--- src/rtl/ctrl_pkg.sv ---
// Shared constants and types for the ID/EX main control unit.
package ctrl_pkg;

  // Control word layout above the AluOp field:
  // {RegDst, Branch, Jmp, WbSel, MemRead, MemWrite, AluSrc, RegWrite, ExtOp}
  localparam int CTRL_HI_W  = 9;
  localparam int ALU_BASE_W = 3;
  // Bit offsets above the AluOp field
  localparam int MEMREAD_OFS = 4;
  localparam int REGDST_OFS  = 8;

  localparam logic [5:0] OP_RTYPE = 6'b000000;
  localparam logic [5:0] OP_ORI   = 6'b001101;
  localparam logic [5:0] OP_LW    = 6'b100011;
  localparam logic [5:0] OP_SW    = 6'b101011;
  localparam logic [5:0] OP_BEQ   = 6'b000100;
  localparam logic [5:0] OP_JAL   = 6'b000011;
  localparam logic [5:0] OP_XORI  = 6'b001110;

  localparam logic [5:0] FUNCT_MULT = 6'b011000;

  localparam logic [CTRL_HI_W-1:0] HI_RTYPE = 9'b100000010;
  localparam logic [CTRL_HI_W-1:0] HI_ORI   = 9'b000000110;
  localparam logic [CTRL_HI_W-1:0] HI_LW    = 9'b000110111;
  localparam logic [CTRL_HI_W-1:0] HI_SW    = 9'b000001101;
  localparam logic [CTRL_HI_W-1:0] HI_BEQ   = 9'b010000000;
  localparam logic [CTRL_HI_W-1:0] HI_JAL   = 9'b001000000;
  localparam logic [CTRL_HI_W-1:0] HI_XORI  = 9'b000000110;
  localparam logic [CTRL_HI_W-1:0] HI_BUBBLE = '0;

  localparam logic [ALU_BASE_W-1:0] ALU_RTYPE = 3'b011;
  localparam logic [ALU_BASE_W-1:0] ALU_ORI   = 3'b010;
  localparam logic [ALU_BASE_W-1:0] ALU_ADD   = 3'b000;
  localparam logic [ALU_BASE_W-1:0] ALU_SUB   = 3'b001;
  localparam logic [ALU_BASE_W-1:0] ALU_XORI  = 3'b100;
  localparam logic [ALU_BASE_W-1:0] ALU_BUBBLE = '0;

  typedef enum logic {IDLE = 1'b0, BUSY = 1'b1} ctrl_state_e;

  // What the EX register does this cycle
  typedef enum logic [1:0] {EX_HOLD = 2'd0, EX_BUBBLE = 2'd1, EX_LOAD = 2'd2} ex_act_e;

endpackage

--- src/rtl/ctrl_pipe_unit_decode.sv ---
// Combinational opcode/funct decoder producing the control word.
module ctrl_decode
  import ctrl_pkg::*;
(
  input  logic [5:0]            op,
  input  logic [5:0]            funct,
  output logic [CTRL_HI_W-1:0]  ctrl_hi,
  output logic [ALU_BASE_W-1:0] alu_op,
  output logic                  uses_rt,
  output logic                  is_mult,
  output logic                  is_illegal
);

  // Decode table; anything not listed is illegal and decodes to a bubble
  always_comb begin
    ctrl_hi    = HI_BUBBLE;
    alu_op     = ALU_BUBBLE;
    uses_rt    = 1'b0;
    is_mult    = 1'b0;
    is_illegal = 1'b0;
    case (op)
      OP_RTYPE: begin
        ctrl_hi = HI_RTYPE; alu_op = ALU_RTYPE; uses_rt = 1'b1;
        is_mult = (funct == FUNCT_MULT);
      end
      OP_ORI:  begin ctrl_hi = HI_ORI;  alu_op = ALU_ORI;  end
      OP_LW:   begin ctrl_hi = HI_LW;   alu_op = ALU_ADD;  end
      OP_SW:   begin ctrl_hi = HI_SW;   alu_op = ALU_ADD;  uses_rt = 1'b1; end
      OP_BEQ:  begin ctrl_hi = HI_BEQ;  alu_op = ALU_SUB;  uses_rt = 1'b1; end
      OP_JAL:  begin ctrl_hi = HI_JAL;  alu_op = ALU_ADD;  end
      OP_XORI: begin ctrl_hi = HI_XORI; alu_op = ALU_XORI; end
      default: is_illegal = 1'b1;
    endcase
  end

endmodule

--- src/rtl/ctrl_pipe_unit.sv ---
// ID/EX main control: decode, load-use and multiply stalls, EX register.
// Handshake: id_stall=1 means ID must hold its instruction (PC and IF/ID
// frozen); when id_stall=0 and in_valid=1 the instruction is consumed at
// the next rising edge. stall_ext freezes everything here; flush drops the
// ID instruction for that cycle.
module ctrl_pipe_unit
  import ctrl_pkg::*;
#(
  parameter int ALU_OP_W = 3,
  parameter int REG_W    = 5,
  parameter int MUL_LAT  = 4,
  parameter int CNT_W    = 16
) (
  input  logic                  clk,
  input  logic                  rst_n,
  input  logic                  in_valid,
  input  logic [5:0]            op,
  input  logic [5:0]            funct,
  input  logic [REG_W-1:0]      rs,
  input  logic [REG_W-1:0]      rt,
  input  logic [REG_W-1:0]      rd,
  input  logic                  stall_ext,
  input  logic                  flush,
  output logic                  id_stall,
  output logic                  ex_valid,
  output logic [8+ALU_OP_W:0]   ex_ctrl,
  output logic [REG_W-1:0]      ex_rs,
  output logic [REG_W-1:0]      ex_rt,
  output logic [REG_W-1:0]      ex_wa,
  output logic                  ex_busy,
  output logic                  illegal,
  output logic [CNT_W-1:0]      bubble_cnt,
  output ctrl_state_e           state_dbg
);

  localparam int CW       = 9 + ALU_OP_W;
  localparam int CNT_BITS = (MUL_LAT > 1) ? $clog2(MUL_LAT) : 1;

  logic [CTRL_HI_W-1:0]  dec_hi;
  logic [ALU_BASE_W-1:0] dec_alu;
  logic                  dec_uses_rt, dec_mult, dec_illegal;

  ctrl_decode u_decode (
    .op         (op),
    .funct      (funct),
    .ctrl_hi    (dec_hi),
    .alu_op     (dec_alu),
    .uses_rt    (dec_uses_rt),
    .is_mult    (dec_mult),
    .is_illegal (dec_illegal)
  );

  ctrl_state_e         state_q, state_d;
  logic [CNT_BITS-1:0] cnt_q, cnt_d;
  ex_act_e             act;
  logic                ill_d, bump;

  logic [CW-1:0]    ctrl_word;
  logic [REG_W-1:0] wa_next;
  logic             take, busy_hold, load_use;

  assign ctrl_word = {dec_hi, ALU_OP_W'(dec_alu)};
  assign wa_next   = dec_hi[REGDST_OFS] ? rd : rt;
  assign take      = in_valid & ~flush;
  assign busy_hold = (state_q == BUSY) && (cnt_q != '0);

  // Load-use: the load in EX writes a register this instruction reads
  assign load_use = take && ex_valid && ex_ctrl[ALU_OP_W + MEMREAD_OFS] &&
                    (ex_wa != '0) &&
                    ((ex_wa == rs) || (dec_uses_rt && (ex_wa == rt)));

  // Stall is combinational so ID sees it in the same cycle
  assign id_stall  = rst_n & (stall_ext | busy_hold | load_use);
  assign state_dbg = state_q;

  // FSM state and multiply countdown register
  always_ff @(posedge clk or negedge rst_n) begin
    if (!rst_n) begin
      state_q <= IDLE;
      cnt_q   <= '0;
    end else begin
      state_q <= state_d;
      cnt_q   <= cnt_d;
    end
  end

  // Next state and EX action, highest priority first
  always_comb begin
    state_d = state_q;
    cnt_d   = cnt_q;
    act     = EX_HOLD;
    ill_d   = 1'b0;
    bump    = 1'b0;
    if (!stall_ext) begin
      if (busy_hold) begin
        act   = EX_HOLD;
        cnt_d = cnt_q - CNT_BITS'(1);
      end else if (!take) begin
        act     = EX_BUBBLE;
        state_d = IDLE;
      end else if (load_use) begin
        act     = EX_BUBBLE;
        state_d = IDLE;
        bump    = 1'b1;
      end else if (dec_illegal) begin
        act     = EX_BUBBLE;
        state_d = IDLE;
        ill_d   = 1'b1;
      end else begin
        act = EX_LOAD;
        if (dec_mult) begin
          state_d = BUSY;
          cnt_d   = CNT_BITS'(MUL_LAT - 1);
        end else begin
          state_d = IDLE;
        end
      end
    end
  end

  // ID/EX control register
  always_ff @(posedge clk or negedge rst_n) begin
    if (!rst_n) begin
      ex_valid <= 1'b0;
      ex_ctrl  <= '0;
      ex_rs    <= '0;
      ex_rt    <= '0;
      ex_wa    <= '0;
      ex_busy  <= 1'b0;
    end else if (act == EX_LOAD) begin
      ex_valid <= 1'b1;
      ex_ctrl  <= ctrl_word;
      ex_rs    <= rs;
      ex_rt    <= rt;
      ex_wa    <= wa_next;
      ex_busy  <= dec_mult;
    end else if (act == EX_BUBBLE) begin
      ex_valid <= 1'b0;
      ex_ctrl  <= '0;
      ex_rs    <= '0;
      ex_rt    <= '0;
      ex_wa    <= '0;
      ex_busy  <= 1'b0;
    end
  end

  // Illegal pulse and saturating hazard-bubble counter
  always_ff @(posedge clk or negedge rst_n) begin
    if (!rst_n) begin
      illegal    <= 1'b0;
      bubble_cnt <= '0;
    end else begin
      illegal <= ill_d;
      if (bump && (bubble_cnt != '1)) bubble_cnt <= bubble_cnt + CNT_W'(1);
    end
  end

endmodule

--- config.mk ---
export PLATFORM = sky130hd
export DESIGN_NAME = ctrl_pipe_unit
export DESIGN_NICKNAME = d
export VERILOG_FILES = /design/src/rtl/ctrl_pkg.sv /design/src/rtl/ctrl_pipe_unit_decode.sv /design/src/rtl/ctrl_pipe_unit.sv
export SDC_FILE = /design/constraint.sdc
export NUM_CORES = 1
export LEC_CHECK = 0
export CORE_MARGIN = 4
export CORE_UTILIZATION = 50
export CTS_CLUSTER_SIZE = 14
export DETAILED_ROUTE_END_ITERATION = 12
export PLACE_DENSITY = 0.88
export SYNTH_ARGS = -nofsm -noshare
export SYNTH_HDL_FRONTEND = slang
export SYNTH_SLANG_ARGS = --single-unit
export TNS_END_PERCENT = 100
--- constraint.sdc ---
create_clock -name clk -period 5.21 [get_ports clk]
set_clock_uncertainty 0.05 [all_clocks]
set_input_delay 1.042 -clock clk [delete_from_list [all_inputs] [get_ports clk]]
set_output_delay 1.042 -clock clk [all_outputs]
set_load 0.02 [all_outputs]
==> summary.md <==
| Metric | Value |
|---|---|
| Fraction of the yosys area taken by sequential cells | `0.488` |
| Share of layout cells above drive strength 1 | `0.0864` |
| Total number of yosys warnings | `0` |
| Area leader, netlist | `dfrtp_1` |
| Area of the core | `4750 um^2` |
| Power, Total | `677 uW` |
| Final total negative setup slack | `0 ns` |
| Min-Delay Path Class | `flop to flop` |
| Worst VDD drop | `roughly 0.00012 V` |
| Layout-stage area growth over the synthesis result | `37.2%` |
| Number of placement rows | `25` |
| Worst EP arrival | `3.31 ns` |
| DRT iter0 DRCs | `approximately 150` |
| Hold Crit Depth | `2` |
| Num Clock Sinks | `48` |
| Mapped cell area | `2460 um^2` |
| Placed wire-length estimate after detailed placement | `roughly 4400 um` |
| Number of buffers added to fix hold violations after cts | `0` |
| Result of the run | `complete, no violations` |
| Post-route worst setup slack | `between 0.8 and 0.9 ns` |
| Worst setup slack before clock tree synthesis | `~0.86 ns` |
| Total length of routed wires | `a little over 6000 um` |
| Category of the worst setup path capture point | `output port` |
| Transition time at the pin with the least slew margin | `roughly 0.79 ns` |
| Biggest fanout along the worst timing path | `6` |
| Vias in the first global route | `roughly 2.2k` |
| Clock latency at the later pin of the worst-skew pair | `roughly 0.3 ns` |
| Number of levels the H-tree was split into | `2` |
| Mean area per synthesized cell | `11.0 um^2` |
| CP Launch Type | `input pin` |
| Total congestion overflow | `0` |
| Post-synthesis register bit count | `48` |
| CP max-delay cell | `clkdlybuf4s50_1` |
| Number of failing setup endpoints in the final timing report | `0` |
| Number of standard cells after synthesis | `223` |
| Final standard cell count with taps included and fillers excluded | `368` |
| Boundary pin count | `80` |
| Async SR Flop Fraction | `1.00` |
| Overall global routing resource usage | `0.212` |
| Top Usage Layer GRT | `met2` |
| Final period demand of the worst path | `between 4 and 5 ns` |
| GR Layer Usage met1 | `0.274` |
| Hold Violations, Final | `0` |
| Number of placed instances with taps included | `360` |
| Port bufs | `79` |
| Count of cells resized by post-cts repair | `0` |
| Worst r2r path cells | `5` |
| Overall die height | `78.2 um` |
| Fillers | `about 350` |
| Top FF cell, synth | `dfrtp_1` |
| Top post-synthesis cells by area | `dfrtp_1 49%, a22o_1 7.5%, xor2_1 5.7%` |
| WL/cell | `between 15 and 20 um` |
| Root cell of the clock tree | `clkbuf_8` |
| Met3 Track Usage GR | `0.0550` |
| Number of different library cells in the post-synthesis netlist | `46` |
| Slew headroom | `0.470` |
| End-of-flow core utilization | `0.710` |
| Horizontal die dimension | `about 80 um` |
| Maximum count of clock buffers along a single path | `2` |
| Final weighted congestion in routability-driven placement | `0.825` |
| Number of flops mapped to enable cells by yosys | `0` |
| Crit-path max cell delay | `0.61 ns` |
| Ant diodes | `0` |
| Number of nets in the layout | `334` |
| Share of Yosys cell area claimed by the top area cell type | `0.488` |
| Cell seen most often among critical-path stages | `clkdlybuf4s50_1` |
| Routed vias | `around 2.1k` |
| Initial core utilization | `0.518` |
| PD cells | `around 200 nW/um^2` |
| Start-to-end type of the worst setup path | `input pin to output port` |
| Pre-Repair DR Iteration Count | `4` |
| Leakage power total | `around 1.4 nW` |
| Worst-path cell chain | `clkdlybuf4s50_1 > and4b_1 > o21ai_0 > nor3_1 > o31a_2 > clkdlybuf4s50_1` |
| Met2 demand-to-capacity share in global routing | `0.343` |
| Initial antenna violation count | `0` |
| Clock buffer count from CTS | `5` |
| RSZ-0062 raised after global routing | `false` |
| Period utilisation layout | `0.845` |
| Number of pins exceeding their max-slew limit in the final report | `0` |
| Vias per cell | `approximately 5.7` |
| CP Data Required Time | `roughly 4 ns` |
| Mapped Nets | `257` |
| Clock slew at reported path FFs | `roughly 0.08 ns` |
| Clock tree from TritonCTS | `built` |
| Detail Route Antenna Nets | `0` |
| Number of max-cap violations | `0` |
| Wire length of the first global-routing pass | `10,400 um` |
| Die area | `approximately 6100 um^2` |
| Highest clock frequency the design can meet | `about 230 MHz` |
| Residual DRC | `0` |
| Pin count of the biggest net entering global routing | `49` |
| Post-CTS repair timing setup buffer count | `0` |
critical path: cells and delay by family:
kind                   cells  cell delay (ns)
AOI/OAI and AO/OA          2             0.37
buffers and inverters      2             1.12
and+or+nand+nor            2             0.78
routing by layer:
| layer | wire, um | part of all wire |
|---|---|---|
| met5 | 0 | 0 |
| met4 | 140 | 0.023 |
| met3 | 333 | 0.055 |
| met2 | 2920 | 0.48 |
| met1 | 2680 | 0.44 |
layout make-up:
cell class	count	area, um^2	share of cell area
flip-flops and latches	48	1200	0.356
multi-input cells	157	1170	0.348
repair buffers	81	801	0.237
clock buffers	8	90.1	0.0267
well taps	67	83.8	0.0248
inverters	7	26.3	0.00778
cell usage after synthesis, drive strengths merged (2+ instances only):
| cell | n |
|---|---|
| o211ai | 3 |
| inv | 7 |
| mux2 | 7 |
| nand4 | 3 |
| a22o | 22 |
| or3 | 5 |
| a32o | 2 |
| xnor2 | 7 |
| clkbuf | 7 |
| xor2 | 16 |
| o2111ai | 2 |
| o21ai | 4 |
| a211oi | 5 |
| nor2 | 11 |
| buf | 4 |
| nand2 | 11 |
| a21o | 2 |
| nand2b | 3 |
| a2111oi | 8 |
| and4 | 2 |
| a21oi | 2 |
| and3 | 4 |
| o31ai | 3 |
| or4 | 4 |
| dfrtp | 48 |
| or2 | 3 |
| nor3 | 4 |
| nand3 | 10 |
| ha | 2 |
cell families after synthesis:
| logic type | Yosys count | share of synthesized area |
|---|---|---|
| flip-flops | 48 | 0.488 |
| XOR/XNOR | 23 | 0.0818 |
| adder cells (fa/ha/maj) | 2 | 0.0102 |
| AND/OR/NAND/NOR | 66 | 0.151 |
| buffers and inverters | 18 | 0.0351 |
| AO/OA/AOI/OAI | 59 | 0.202 |
| multiplexers | 7 | 0.0320 |
cells in the final DEF, fill, tap and decap left out, drive strengths merged, types with 2 or more instances in the layout:
cell           instances
or4                    4
o2111ai                2
nand4                  3
nand2                 11
xor2                  16
and3                   4
a211oi                 5
clkdlybuf4s50         78
a21oi                  2
mux2                   7
xnor2                  7
o31ai                  3
a2111oi                8
a22o                  22
or3                    5
nand3                 10
clkbuf                 8
and4                   2
or2                    3
dfrtp                 48
ha                     2
nand2b                 3
o211ai                 3
nor2                  11
a21o                   2
nor3                   4
a32o                   2
inv                    7
buf                    3
o21ai                  4
registers in the layout (all words and copies together), names as in the netlist:
register    flops
ex_rt           5
ex_rs           5
illegal         1
ex_busy         1
cnt_q           2
ex_ctrl        11
state_dbg       1
bubble_cnt     16
ex_wa           5
ex_valid        1
stage by stage:
step                hold WS (ns)  cell area (um^2)
global placement           0.412              3290
floorplan                  0.477              2460
finish                     0.441              3380
detailed placement         0.418              3290
CTS                        0.437              3380
global route               0.455              3380
report_power, final:
group          switching (mW)  internal (mW)
logic                  0.0354         0.0363
registers             0.00219          0.375
clock network           0.120          0.108
path summary, 6_finish.rpt:
check	to	from	slack (ns)
max	id_stall	in_valid	0.81
min	ex_ctrl[5]$_DFFE_PN0P_	ex_ctrl[5]$_DFFE_PN0P_	0.44
max reg2reg	ex_wa[1]$_DFFE_PN0P_	ex_wa[1]$_DFFE_PN0P_	2.59
min reg2reg	ex_ctrl[5]$_DFFE_PN0P_	ex_ctrl[5]$_DFFE_PN0P_	0.44
max in group asynchronous	ex_rs[2]$_DFFE_PN0P_	rst_n	3.89
min in group asynchronous	cnt_q[1]$_DFFE_PN0P_	rst_n	0.81
Note: power is estimated with default switching activity, not from simulation.
